--- src/rtl/zjh_vote_ctrl.sv ---
// Three-voter majority session controller: timed sticky voting window,
// registered majority result and a fixed-length DONE display period.
module zjh_vote_ctrl #(
   parameter int VOTE_CYCLES = 16,
   parameter int HOLD_CYCLES = 8,
   parameter int EARLY_EXIT  = 1,
   parameter int CW          = 8
) (
   input  logic          CLK,
   input  logic          RST,
   input  logic          START,
   input  logic          ABORT,
   input  logic          A,
   input  logic          B,
   input  logic          C,
   output logic          Y,
   output logic          DONE,
   output logic          BUSY,
   output logic [1:0]    YES_CNT,
   output logic [CW-1:0] REMAIN
);

   typedef enum logic [1:0] {
      IDLE   = 2'd0,
      VOTING = 2'd1,
      HOLD   = 2'd2
   } state_t;

   localparam logic [CW-1:0] VOTE_LOAD = CW'(VOTE_CYCLES);
   localparam logic [CW-1:0] HOLD_LOAD = CW'(HOLD_CYCLES);
   localparam logic [CW-1:0] ONE       = CW'(1);

   state_t          state_reg, state_next;
   logic [2:0]      sticky_reg, sticky_next;
   logic [1:0]      cnt_reg, cnt_next;
   logic            y_reg, y_next;
   logic [CW-1:0]   remain_reg, remain_next;

   logic [2:0]      votes;
   logic [2:0]      sticky_upd;
   logic [1:0]      cnt_upd;
   logic            majority;

   assign votes = {C, B, A};

   // Each voter's yes is OR-ed into its own sticky bit; it can never clear mid-window.
   generate
      for (genvar gi = 0; gi < 3; gi++) begin : g_sticky
         assign sticky_upd[gi] = sticky_reg[gi] | votes[gi];
      end
   endgenerate

   assign cnt_upd  = {1'b0, sticky_upd[0]} + {1'b0, sticky_upd[1]} + {1'b0, sticky_upd[2]};
   assign majority = (cnt_upd >= 2'd2);

   always_ff @(posedge CLK) begin
      if (RST) begin
         state_reg  <= IDLE;
         sticky_reg <= 3'b000;
         cnt_reg    <= 2'd0;
         y_reg      <= 1'b0;
         remain_reg <= '0;
      end else begin
         state_reg  <= state_next;
         sticky_reg <= sticky_next;
         cnt_reg    <= cnt_next;
         y_reg      <= y_next;
         remain_reg <= remain_next;
      end
   end

   always_comb begin
      state_next  = state_reg;
      sticky_next = sticky_reg;
      cnt_next    = cnt_reg;
      y_next      = y_reg;
      remain_next = remain_reg;

      case (state_reg)
         IDLE: begin
            if (START && !ABORT) begin
               state_next  = VOTING;
               sticky_next = 3'b000;
               cnt_next    = 2'd0;
               y_next      = 1'b0;
               remain_next = VOTE_LOAD;
            end
         end

         VOTING: begin
            sticky_next = sticky_upd;
            cnt_next    = cnt_upd;
            remain_next = remain_reg - ONE;
            // Exit decisions use this cycle's updated count, so the deciding vote counts.
            if (ABORT) begin
               state_next  = IDLE;
               y_next      = 1'b0;
               remain_next = '0;
            end else if ((remain_reg == ONE) || ((EARLY_EXIT != 0) && majority)) begin
               state_next  = HOLD;
               y_next      = majority;
               remain_next = HOLD_LOAD;
            end
         end

         HOLD: begin
            remain_next = remain_reg - ONE;
            if (ABORT || (remain_reg == ONE)) begin
               state_next  = IDLE;
               remain_next = '0;
            end
         end

         default: begin
            state_next  = IDLE;
            remain_next = '0;
         end
      endcase
   end

   assign Y       = y_reg;
   assign DONE    = (state_reg == HOLD);
   assign BUSY    = (state_reg == VOTING);
   assign YES_CNT = cnt_reg;
   assign REMAIN  = remain_reg;

endmodule
--- config.mk ---
export PLATFORM = sky130hd
export DESIGN_NAME = zjh_vote_ctrl
export DESIGN_NICKNAME = d
export VERILOG_FILES = /design/src/rtl/zjh_vote_ctrl.sv
export SDC_FILE = /design/constraint.sdc
export NUM_CORES = 1
export LEC_CHECK = 0
export CORE_AREA = 3 3 62 58
export DETAILED_ROUTE_END_ITERATION = 16
export DIE_AREA = 0 0 65 61
export MAX_ROUTING_LAYER = met4
export PLACE_DENSITY = 0.54
export SYNTH_ARGS = -nofsm -noshare
export SYNTH_HDL_FRONTEND = slang
export SYNTH_SLANG_ARGS = --single-unit
--- constraint.sdc ---
create_clock -name CLK -period 2.1 [get_ports CLK]
set_clock_uncertainty 0.05 [all_clocks]
set_input_delay 0.42 -clock CLK [delete_from_list [all_inputs] [get_ports CLK]]
set_output_delay 0.42 -clock CLK [all_outputs]
set_load 0.05 [all_outputs]
Word-level counts from Yosys, hierarchy flattened
Cells that the tools add are included.
{ "classes": {"addsub": 3, "n_mul": 0, "div": 0, "magnitude_cmp": 1, "n_eq_ne": 6, "shift": 0, "mux": 18, "bitwise": 3, "reduce_logical": 9} }
{ "ops": {"columns": ["cell", "count"], "rows": [
  ["two-way mux 8 bit", 4],
  ["case mux 8 bit (3 select lines)", 1],
  ["two-way mux 2 bit", 5],
  ["== test 8 x 1 -> 1 bit, second input constant", 1],
  ["subtractor 8 x 1 -> 8 bit, second input constant", 1],
  ["case mux 2 bit (3 select lines)", 1],
  ["case mux 3 bit (2 select lines)", 1],
  ["AND reduction 3 bit", 2],
  ["case mux 2 bit (2 select lines)", 1],
  ["two-way mux 1 bit", 3],
  ["two-way mux 3 bit", 1],
  ["inequality test 3 x 2 -> 1 bit, second input constant", 1],
  ["OR 1 bit", 3],
  ["adder 1 x 1 -> 2 bit", 1],
  ["adder 2 x 1 -> 2 bit", 1],
  ["== test 2 x 1 -> 1 bit, second input constant", 1],
  ["== test 2 bit, second input constant", 1],
  ["greater-or-equal comparator 2 bit, second input constant", 1],
  ["logical NOT 2 bit", 1],
  ["logical OR 1 bit", 2],
  ["inequality test 2 x 1 -> 1 bit, second input constant", 1],
  ["inequality test 2 bit, second input constant", 1],
  ["case mux 1 bit (2 select lines)", 1],
  ["AND reduction 2 bit", 1],
  ["3 further kinds", 3]
]} }
{ "word_totals": {"regBits": 16, "latch_bits": 0, "ramBits": 0, "rom_bits": 0, "output_inout_bits": 13, "memories": 0} }

Depth between registers and ports, before layout
{ "depth": {"word_depth": 8, "ltp_mapped": 7, "depth_no_buf": 6} }

Least setup slack after synthesis
No wires, ideal clock.
{ "synth_timing": {"path_kind": "reg-to-reg", "start": "register remain_reg[0], in the netlist REMAIN[0]", "end": "register remain_reg[1], in the netlist REMAIN[1]", "setup_time_ns": 0.129, "arrival_ns": 1.741, "setup_slack_ns": 0.180, "path_stages_with_launch": 7, "synth_period_minus_slack_ns": 1.920, "cell_sequence": "dfxtp_1 > ha_1 > nor3b_1 > nand2_4 > buf_6 > a32oi_1 > nor2_1"} }
{ "synth_between": {"elab_chain_cells": 5} }
{ "synth_rtl": {"columns": ["item", "line_no", "text"], "rows": [
  ["start: declaration", "37", "logic [CW-1:0] remain_reg, remain_next;"],
  ["start signal: assignment", "68", "remain_reg <= remain_next;"],
  ["parallel branches: the longest is 4 deep, another holds subtractor 8 x 1 -> 8 bit", null, null],
  ["case mux 8 bit (3 select lines) *", "79", "case (state_reg)"]
]} }
Every way passes the cells marked *.
A chain may end at the register's enable or synchronous reset.

Final worst setup path
{ "layout_timing": {"start": "register remain_reg[0], in the netlist REMAIN[0]", "end": "output REMAIN[0]"} }
{ "layout_lines": {"columns": ["item", "line_no", "text"], "rows": [
  ["end: declaration", "20", "output logic [CW-1:0] REMAIN"]
]} }
No word-level cell between the ends.

==> impl_metrics.csv <==
group,metric,value,unit
yosys,post_synth.cell_area_avg,8.53,µm²
power,cellLeakagePower,0.000443,µW
detailed_routing,route.detailed.vias_per_inst,5.18,
power,ir_drop,0.000322,V
finish,layout-drive-gt1-share,0.172,
yosys,synthesized_instance_count,103,
yosys,async_flop_share,0,
finish,finalInstanceArea,1190,µm²
floorplanning,die_h,61,µm
sta,tightestPinTransition,0.509,ns
yosys,synth_seq_cells,16,
sta,timing.fmax,0.487,GHz
placed_design,place_hpwl,1.63,mm
yosys,synth_enable_flop_cells,0,
sta,maxSlewViolCount,0,
floorplanning,floorplan.rows,19,
sta,hold_viol_final,0,
power,powerDensity,600,nW/µm²
detailed_routing,drt_pass1_iterations,4,
finish,nNetsFinal,139,
setup_path,timing.critical_path.slowest_cell_delay,0.85,ns
clock_network,ctsHoldBuffers,0,
detailed_routing,vias,880,
finish,area.growth.synth_to_final,35.0,%
grt,globalRoute.totalOverflow,0,
placed_design,place_inst,165,
yosys,postSynthNetCount,113,
clock_network,cts_root_buf,"clkbuf_4",
run_status,outcome,"finished clean",
yosys,synthDominantAreaCellType,"dfxtp_1",
flow_run,cap_violations,0,
placed_design,place_ws,-0.142,ns
yosys,synth_area_leaders,"dfxtp_1, nor2_1, a311oi_1",
grt,grt_max_degree,16,
yosys,syn_area,878,µm²
floorplanning,area_of_the_die,3970,µm²
grt,grt_pass1_vias,809,
setup_path,crit_path_end_kind,"output port",
floorplanning,fp.coreArea,3020,µm²
setup_path,kind_of_cell_adding_the_most_delay_to_the_critical_path,"buffers and inverters",
clock_network,tritoncts_num_sinks,16,
detailed_routing,detail_route.wirelength,2.26,mm
placed_design,gpl.final_weighted_congestion,0.782,
setup_path,critical_path_buf_inv_count,1,
grt,grt_first_pass_wirelength,3.71,mm
detailed_routing,final_antenna_net_count,0,
power,power.total,711,µW
setup_path,critical_path_required,1.63,ns
floorplanning,boundaryPins,20,
floorplanning,die_x,65,µm
sta,setup_viol,0,
clock_network,worst_skew_pair.late_latency,0.29,ns
grt,antenna_found_initial,0,
sta,timing.final.crit_share,0.977,
sta,timing.hold.ws,0.435,ns
min_path,hold_path.class,"reg2reg",
sta,finalCriticalPeriod,2.05,ns
clock_network,post-cts-setup-buffer-count,0,
placed_design,portBuffers,19,
sta,fin_ws,0.0485,ns
setup_path,timing.critical_path.slowest_stage_cell,"clkdlybuf4s50_1",
yosys,seq_area_frac_synth,0.365,
detailed_routing,initialDrtViolationCount,58,
setup_path,critical_path.cell_chain,"clkdlybuf4s50_1",
finish,largest_register_ffs,8,
detailed_routing,drt_drc_violations_left,0,
setup_path,setup.worst_path.start_class,"register",
clock_network,htree_levels,1,
setup_path,crit_arrival,1.58,ns
sta,timing.max_slew.rel_slack,0.659,
setup_path,worstPathMaxFanout,6,
finish,count_of_antenna_diodes_in_the_layout,0,
finish,fillCellCount,330,
clock_network,clk_path_buf_depth,2,
yosys,netlist.area_leader.share,0.365,
grt,globalRouteTotalUtil,0.126,
clock_network,clk_transition_reported_paths,0.10,ns
detailed_routing,post_drt_wl_per_cell,13.3,µm
setup_path,worst-setup-path-type,"reg2out",
floorplanning,start_util,0.291,
finish,finish.cell_count_without_fillers,170,
clock_network,tritoncts,"built",
yosys,synthesis.yosys.warnings,0,
yosys,yosys_most_used_dff,"dfxtp_1",
sta,rsz0062_at_grt,"no",
clock_network,numCtsBuffers,3,
placed_design,placed_cell_area,1130,µm²
yosys,synth_cell_types,37,
[cell type report]
type | count | area [µm²] | share of cell area
Clock buffer | 4 | 36.3 | 0.0306
Inverter | 7 | 26.3 | 0.0222
Multi-Input combinational cell | 75 | 507 | 0.427
Sequential cell | 16 | 320 | 0.270
Tap cell | 42 | 52.6 | 0.0443
Timing Repair Buffer | 26 | 244 | 0.206
[metal layers]
metal / wire, µm / part of all wire / vias to the layer above / GRT usage
li1: - / - / 429 / -
met2: 1050 / 0.47 / 29 / 0.217
met3: 136 / 0.060 / 4 / 0.0444
met4: 26 / 0.012 / 0 / 0.0181
met5: 0 / 0 / - / -
met1: 1040 / 0.46 / 418 / 0.147
[final timing paths]
check,startpoint,endpoint,slack [ns],cells after the start
worst min-delay path,Y,Y,0.43,2
worst min register to register,Y,Y,0.43,2
worst max register to register,sticky_reg[2],REMAIN[2],0.32,7
worst max-delay path,REMAIN[0],REMAIN[0],0.05,1
[through the flow]
step	TNS (ns)	utilization
after global placement	-0.862	0.375
after floorplan	0	-
after global routing	0	0.393
after detailed placement	-0.936	0.375
final	0	0.393
after CTS	0	0.387
[layout by cell type (no fill, tap or decap), types with 2 or more instances in the layout]
cell type / synthesis / routed
a31oi_1: 4 / 4
nand2b_1: 2 / 2
nor2_1: 12 / 12
inv_1: 7 / 7
nor3b_1: 2 / 2
ha_1: 2 / 2
nand3_1: 5 / 5
a41oi_1: 2 / 2
nand3b_1: 2 / 2
a32oi_1: 2 / 2
buf_4: 1 / 11
clkdlybuf4s50_1: 0 / 13
clkbuf_4: 0 / 3
nor2b_1: 2 / 2
nor3_1: 4 / 4
nand2_1: 6 / 6
a311oi_1: 4 / 4
a21oi_1: 5 / 4
a22oi_1: 2 / 2
o21ai_0: 3 / 3
or3_1: 3 / 3
dfxtp_1: 16 / 16
[synthesized netlist by cell type, types with 2 or more instances]
| cell | instances |
|---|---|
| a311oi_1 | 4 |
| nor3_1 | 4 |
| a31oi_1 | 4 |
| or3_1 | 3 |
| a22oi_1 | 2 |
| inv_1 | 7 |
| a32oi_1 | 2 |
| nor2b_1 | 2 |
| nand3b_1 | 2 |
| nor2_1 | 12 |
| nand2b_1 | 2 |
| o21ai_0 | 3 |
| a21oi_1 | 5 |
| nor3b_1 | 2 |
| nand2_1 | 6 |
| dfxtp_1 | 16 |
| nand3_1 | 5 |
| a41oi_1 | 2 |
| ha_1 | 2 |
[power by group]
group	leakage, µW	internal, µW	switching (µW)
registers	0.000130	315	16.3
clock network	0.0000210	106	104
logic	0.000293	70.8	99.5
total	0.000443	492	220
[worst register-to-register path: stages, from the launching register on]
cell and delay [ns]:
dfxtp_1 0.33, nor2_1 0.17, fa_2 0.26, nand3b_1 0.10
a21oi_2 0.18, clkdlybuf4s15_2 0.27, nand3b_1 0.09, a311oi_1 0.25
[what timing repair did]
action                     CTS  global route
resized for setup            0             2
setup endpoints to repair    0             3
hold endpoints to repair     0             0
[kinds of logic (layout without fill, tap and decap cells)]
| logic type | count (synthesis) | after routing | synth area share |
|---|---|---|---|
| buffers and inverters | 12 | 37 | 0.0655 |
| multiplexers | 1 | 1 | 0.0114 |
| adder cells (fa/ha/maj) | 3 | 3 | 0.0513 |
| XOR/XNOR | 2 | 2 | 0.0199 |
| AND/OR/NAND/NOR | 40 | 40 | 0.249 |
| AO/OA/AOI/OAI | 29 | 29 | 0.238 |
| flip-flops | 16 | 16 | 0.365 |
No activity file was read; power rests on OpenSTA's default activity.
